$ cat src/rtl/hist_pkg.sv
// Shared constants and types for the histogram read-modify-write front end.
package hist_pkg;

  localparam int NUM_BINS = 32;
  localparam int BIN_W    = $clog2(NUM_BINS);
  localparam int DATA_W   = 32;
  localparam int WEIGHT_W = 8;

  typedef logic [BIN_W-1:0]    bin_t;
  typedef logic [DATA_W-1:0]   count_t;
  typedef logic [WEIGHT_W-1:0] weight_t;

  typedef enum logic [1:0] {
    RUN,
    DRAIN,
    CLEAR
  } upd_state_t;

endpackage

$ cat src/rtl/hist_add_sat.sv
// Count + weight adder with overflow detect; HIST_SAT_EN selects clamping
// to all ones instead of modulo wrap.
module hist_add_sat
  import hist_pkg::*;
(
  input  count_t  operand,
  input  weight_t weight,
  output count_t  sum,
  output logic    ovf
);

  logic [DATA_W:0] wide;

  assign wide = {1'b0, operand} + {{(DATA_W + 1 - WEIGHT_W){1'b0}}, weight};
  assign ovf  = wide[DATA_W];

`ifdef HIST_SAT_EN
  assign sum = ovf ? '1 : wide[DATA_W-1:0];
`else
  assign sum = wide[DATA_W-1:0];
`endif

endmodule

$ cat src/rtl/hist_update.sv
// Two-stage read-modify-write histogram updater with same-bin forwarding and
// a full clear sweep. Optional macro HIST_SAT_EN: saturating adds.
module hist_update
  import hist_pkg::*;
(
  input  logic    clock,
  input  logic    ctrl_reset,
  input  logic    in_valid,
  output logic    in_ready,
  input  bin_t    in_bin,
  input  weight_t in_weight,
  input  logic    clear_req,
  output logic    busy,
  output bin_t    ctrl_readRegA,
  input  count_t  data_readRegA,
  output logic    ctrl_writeEnable,
  output bin_t    ctrl_writeReg,
  output count_t  data_writeReg,
  output logic    sat_flag
);

  localparam bit BIN_FULL = (NUM_BINS == (1 << BIN_W));

  upd_state_t state_reg, state_next;
  bin_t       clr_cnt_reg, clr_cnt_next;
  logic       clear_done;

  logic       s1_valid_reg;
  bin_t       s1_bin_reg;
  weight_t    s1_weight_reg;
  logic       s2_valid_reg;
  bin_t       s2_bin_reg;
  count_t     s2_sum_reg;
  logic       sat_flag_reg;

  logic       bin_ok;
  logic       accept;
  logic       forward;
  count_t     operand;
  count_t     add_sum;
  logic       add_ovf;

  assign in_ready = (state_reg == RUN) && !clear_req;
  // Out-of-range bins only exist when NUM_BINS is not a power of two.
  assign bin_ok   = BIN_FULL || (int'(in_bin) < NUM_BINS);
  assign accept   = in_valid && in_ready && bin_ok;

  // The file's write lands mid-cycle, so a same-bin hit in S1 must take S2's sum.
  assign forward  = s1_valid_reg && s2_valid_reg && (s1_bin_reg == s2_bin_reg);
  assign operand  = forward ? s2_sum_reg : data_readRegA;

  hist_add_sat u_add (
    .operand (operand),
    .weight  (s1_weight_reg),
    .sum     (add_sum),
    .ovf     (add_ovf)
  );

  always_ff @(posedge clock or posedge ctrl_reset) begin
    if (ctrl_reset) begin
      state_reg     <= RUN;
      clr_cnt_reg   <= '0;
      s1_valid_reg  <= 1'b0;
      s1_bin_reg    <= '0;
      s1_weight_reg <= '0;
      s2_valid_reg  <= 1'b0;
      s2_bin_reg    <= '0;
      s2_sum_reg    <= '0;
      sat_flag_reg  <= 1'b0;
    end else begin
      state_reg    <= state_next;
      clr_cnt_reg  <= clr_cnt_next;
      s1_valid_reg <= accept;
      if (accept) begin
        s1_bin_reg    <= in_bin;
        s1_weight_reg <= in_weight;
      end
      s2_valid_reg <= s1_valid_reg;
      if (s1_valid_reg) begin
        s2_bin_reg <= s1_bin_reg;
        s2_sum_reg <= add_sum;
      end
      if (clear_done)
        sat_flag_reg <= 1'b0;
      else if (s1_valid_reg && add_ovf)
        sat_flag_reg <= 1'b1;
    end
  end

  // The sweep may start once S2 is guaranteed empty after this edge, i.e. S1 is empty now.
  always_comb begin
    state_next   = state_reg;
    clr_cnt_next = clr_cnt_reg;
    clear_done   = 1'b0;
    case (state_reg)
      RUN: begin
        if (clear_req)
          state_next = s1_valid_reg ? DRAIN : CLEAR;
      end
      DRAIN: begin
        if (!s1_valid_reg)
          state_next = CLEAR;
      end
      CLEAR: begin
        if (clr_cnt_reg == bin_t'(NUM_BINS - 1)) begin
          state_next   = RUN;
          clr_cnt_next = '0;
          clear_done   = 1'b1;
        end else begin
          clr_cnt_next = clr_cnt_reg + 1'b1;
        end
      end
      default: begin
        state_next   = RUN;
        clr_cnt_next = '0;
      end
    endcase
  end

  always_comb begin
    ctrl_writeEnable = s2_valid_reg;
    ctrl_writeReg    = s2_bin_reg;
    data_writeReg    = s2_sum_reg;
    if (state_reg == CLEAR) begin
      ctrl_writeEnable = 1'b1;
      ctrl_writeReg    = clr_cnt_reg;
      data_writeReg    = '0;
    end
  end

  assign ctrl_readRegA = s1_bin_reg;
  assign busy          = (state_reg != RUN) || s1_valid_reg || s2_valid_reg;
  assign sat_flag      = sat_flag_reg;

endmodule

$ cat config.mk
export PLATFORM = sky130hd
export DESIGN_NAME = hist_update
export DESIGN_NICKNAME = d
export VERILOG_FILES = /design/src/rtl/hist_pkg.sv /design/src/rtl/hist_add_sat.sv /design/src/rtl/hist_update.sv
export SDC_FILE = /design/constraint.sdc
export NUM_CORES = 1
export LEC_CHECK = 0
export CORE_MARGIN = 4
export CORE_UTILIZATION = 51
export CTS_CLUSTER_DIAMETER = 30
export DETAILED_ROUTE_END_ITERATION = 8
export PLACE_DENSITY = 0.8
export SLEW_MARGIN = 20
export SYNTH_ARGS = -nofsm -noshare
export SYNTH_HDL_FRONTEND = slang
export SYNTH_SLANG_ARGS = --single-unit
$ cat constraint.sdc
create_clock -name clock -period 5 [get_ports clock]
set_input_delay 1.25 -clock clock [delete_from_list [all_inputs] [get_ports clock]]
set_output_delay 1.25 -clock clock [all_outputs]
set_load 0.005 [all_outputs]
==> metrics.csv <==
metric,value,unit
status,"complete, no violations",
yosysSeqAreaShare,0.353,
ys_ff_latch,60,
yosysWarnings,0,
cp-startpoint,s2_bin_reg[4],
rsz0062_at_grt,no,
clock_latency,0.34,ns
overflow,0,
r2r_slack,0.54,ns
die_area,9860,um2
tightest_slew,0.915,ns
setup_viol,0,
crit_buf_inv,1,
cts_tree,built,
relSlewSlack,0.389,
clk_path_buf_depth,2,
ir_drop,0.254,mV
fin_crit,4.46,ns
via_per_inst,5.95,
routed-via-count,4192,
hold_depth,1,
timing.rr.end,s2_sum_reg[26],
post_cts_resized,0,
antenna_cells,0,
clk_root_buffer_cell,clkbuf_8,
finalCritPeriodShare,0.893,
drt-total-wl,12.0,mm
place_ws,0.598,ns
cts_buffers,9,
crit_chain,"xor2_1, or4_1, nor2_2, nand2_1, nand2_1, ha_1, inv_1, fa_1, nor2b_1, o31a_1, o221ai_1, a222oi_1, a31oi_1, a41oi_1, o211ai_1",
yosysUniqueCellTypes,65,
numPortBuffers,94,
setup_tns,0,ns
nNetsFinal,656,
die_x,99.3,um
htreeDepth,3,
utilization,0.669,
area_growth,28.8,%
holdBufCountCts,0,
wl_per_cell,17.0,um
synth_nets,570,
firstDrtPassIters,5,
path_depth,15,
setup_ws,0.535,ns
grt_use_total,0.246,
drtIter0Drc,414,
start_util,0.520,
crit_type,register to register,
syn_area,4250,um2
rr_startpoint,s2_bin_reg[4],
cp.arrival,4.66,ns
hold_ws,0.527,ns
drc,0,
cts_setup_buffers,0,
core_area,8180,um2
async_flop_share,1.00,
report.final.slew_viol_count,0,
slowest_stage,a222oi_1,
clk_pin_slew,0.07,ns
io_pins,95,
dpl.hpwl,8.66,mm
r2r_cells,15,
drive_gt1_frac,0.0883,
powerDensity,488,nW/um2
hold_viol_final,0,
cap_violations,0,
p_leak,2.23,nW
grt_pass1_vias,3972,
min-delay-path-class,register to register,
path_max_fanout,8,
fin_skew,0.00864,ns
antenna_found_initial,0,
max_stage_delay,0.70,ns
syn_area_per_cell,8.33,um2
ys.flop_type,dfrtp_1,
antenna_left,0,
fp-row-count,33,
cts.sinks,60,
cp-start-kind,register,
grt_pass1_wl,19.6,mm
syn_inst,510,
cpMostUsedCell,nand2_1,
largest_reg_flops,32,
crit_family,compound AO/OA/AOI/OAI gates,
fillCellCount,662,
cp-end-kind,register,
crit_required,5.20,ns
fmax,224,MHz
place_congestion,0.926,
cp-endpoint,s2_sum_reg[26],
die_y,99.3,um
synth_edf_count,0,
grt_max_degree,51,
## kinds of logic (layout without fill, tap and decap cells)
family	Yosys count	count (layout)	synth area share
AOI/OAI and AO/OA	120	120	0.183
muxes	28	28	0.0730
buffers and inverters	41	131	0.0377
xor gates and xnor gates	29	29	0.0598
and+or+nand+nor	221	221	0.259
adders and majority gates	11	11	0.0341
DFF	60	60	0.353
## layer usage
| layer | routed length, um | global-route usage | part of all wire | vias to the layer above |
|---|---|---|---|---|
| met4 | 139 | 0.0788 | 0.012 | 0 |
| met5 | 0 | 0 | 0 | - |
| met3 | 842 | 0.0407 | 0.070 | 17 |
| met2 | 5820 | 0.407 | 0.49 | 192 |
| met1 | 5180 | 0.329 | 0.43 | 1976 |
| li1 | - | - | - | 2007 |
## cells in the final DEF, fill, tap and decap left out, types with 3 or more instances in the layout
| master | instances |
|---|---|
| xor2_1 | 19 |
| and2_1 | 30 |
| mux2_2 | 23 |
| xnor2_1 | 10 |
| a211oi_1 | 6 |
| a31oi_1 | 5 |
| o22ai_1 | 3 |
| nand3_1 | 23 |
| mux2i_1 | 4 |
| buf_4 | 6 |
| nor3_1 | 5 |
| and3_1 | 7 |
| nand2b_1 | 3 |
| o21ai_0 | 28 |
| o211ai_1 | 4 |
| a21oi_1 | 32 |
| o21a_1 | 5 |
| nand4_1 | 15 |
| o221ai_1 | 5 |
| clkbuf_8 | 12 |
| inv_1 | 15 |
| ha_1 | 10 |
| nand2_1 | 85 |
| nor2_1 | 31 |
| or3_1 | 3 |
| nor4_1 | 3 |
| a21o_1 | 4 |
| clkdlybuf4s50_1 | 94 |
| dfrtp_1 | 60 |
## synth_stat cells, types with 5 or more instances
master | count | share of area
nand2_1 | 85 | 0.075
dfrtp_1 | 60 | 0.35
a21oi_1 | 32 | 0.038
nor2_1 | 32 | 0.028
and2_1 | 30 | 0.044
o21ai_0 | 28 | 0.033
mux2_2 | 23 | 0.061
nand3_1 | 23 | 0.027
clkbuf_1 | 19 | 0.017
xor2_1 | 19 | 0.039
inv_1 | 16 | 0.014
nand4_1 | 15 | 0.022
ha_1 | 10 | 0.029
xnor2_1 | 10 | 0.021
and3_1 | 7 | 0.010
a211oi_1 | 6 | 0.011
a31oi_1 | 5 | 0.0074
nor3_1 | 5 | 0.0059
o21a_1 | 5 | 0.0088
o221ai_1 | 5 | 0.010
## worst min path at each step
stage | startpoint | endpoint | slack [ns]
floorplan | s1_valid_reg | s2_valid_reg | 0.43
global placement | s1_weight_reg[3] | s1_weight_reg[3] | 0.50
detailed placement | s2_sum_reg[4] | s2_sum_reg[4] | 0.50
CTS | s1_weight_reg[4] | s1_weight_reg[4] | 0.52
global route | s1_weight_reg[4] | s1_weight_reg[4] | 0.55
finish | s1_weight_reg[5] | s1_weight_reg[5] | 0.53
## final cells by class
type                    instances  area, um2  area share
multi-input cells             409       2590       0.473
flip-flops and latches         60       1500       0.274
repair buffers                100        986       0.180
clock buffers                  14        173      0.0316
well taps                     105        131      0.0240
inverters                      16       60.1      0.0110
clock inverters                 1       30.0     0.00549
## through the flow
stage / instances / power [mW] / cell area (um2)
global route: 705 / 2.86 / 5470
detailed placement: 690 / 2.21 / 5270
global placement: 690 / 2.17 / 5270
finish: 705 / 2.67 / 5470
CTS: 705 / 2.68 / 5470
floorplan: 510 / 1.67 / 4250
## where the power goes
group	total [mW]	switching [mW]	internal (mW)
Combinational	1.25	0.617	0.634
Sequential	0.959	0.249	0.710
Clock	0.461	0.192	0.269
No activity file was read; power rests on OpenSTA's default activity.
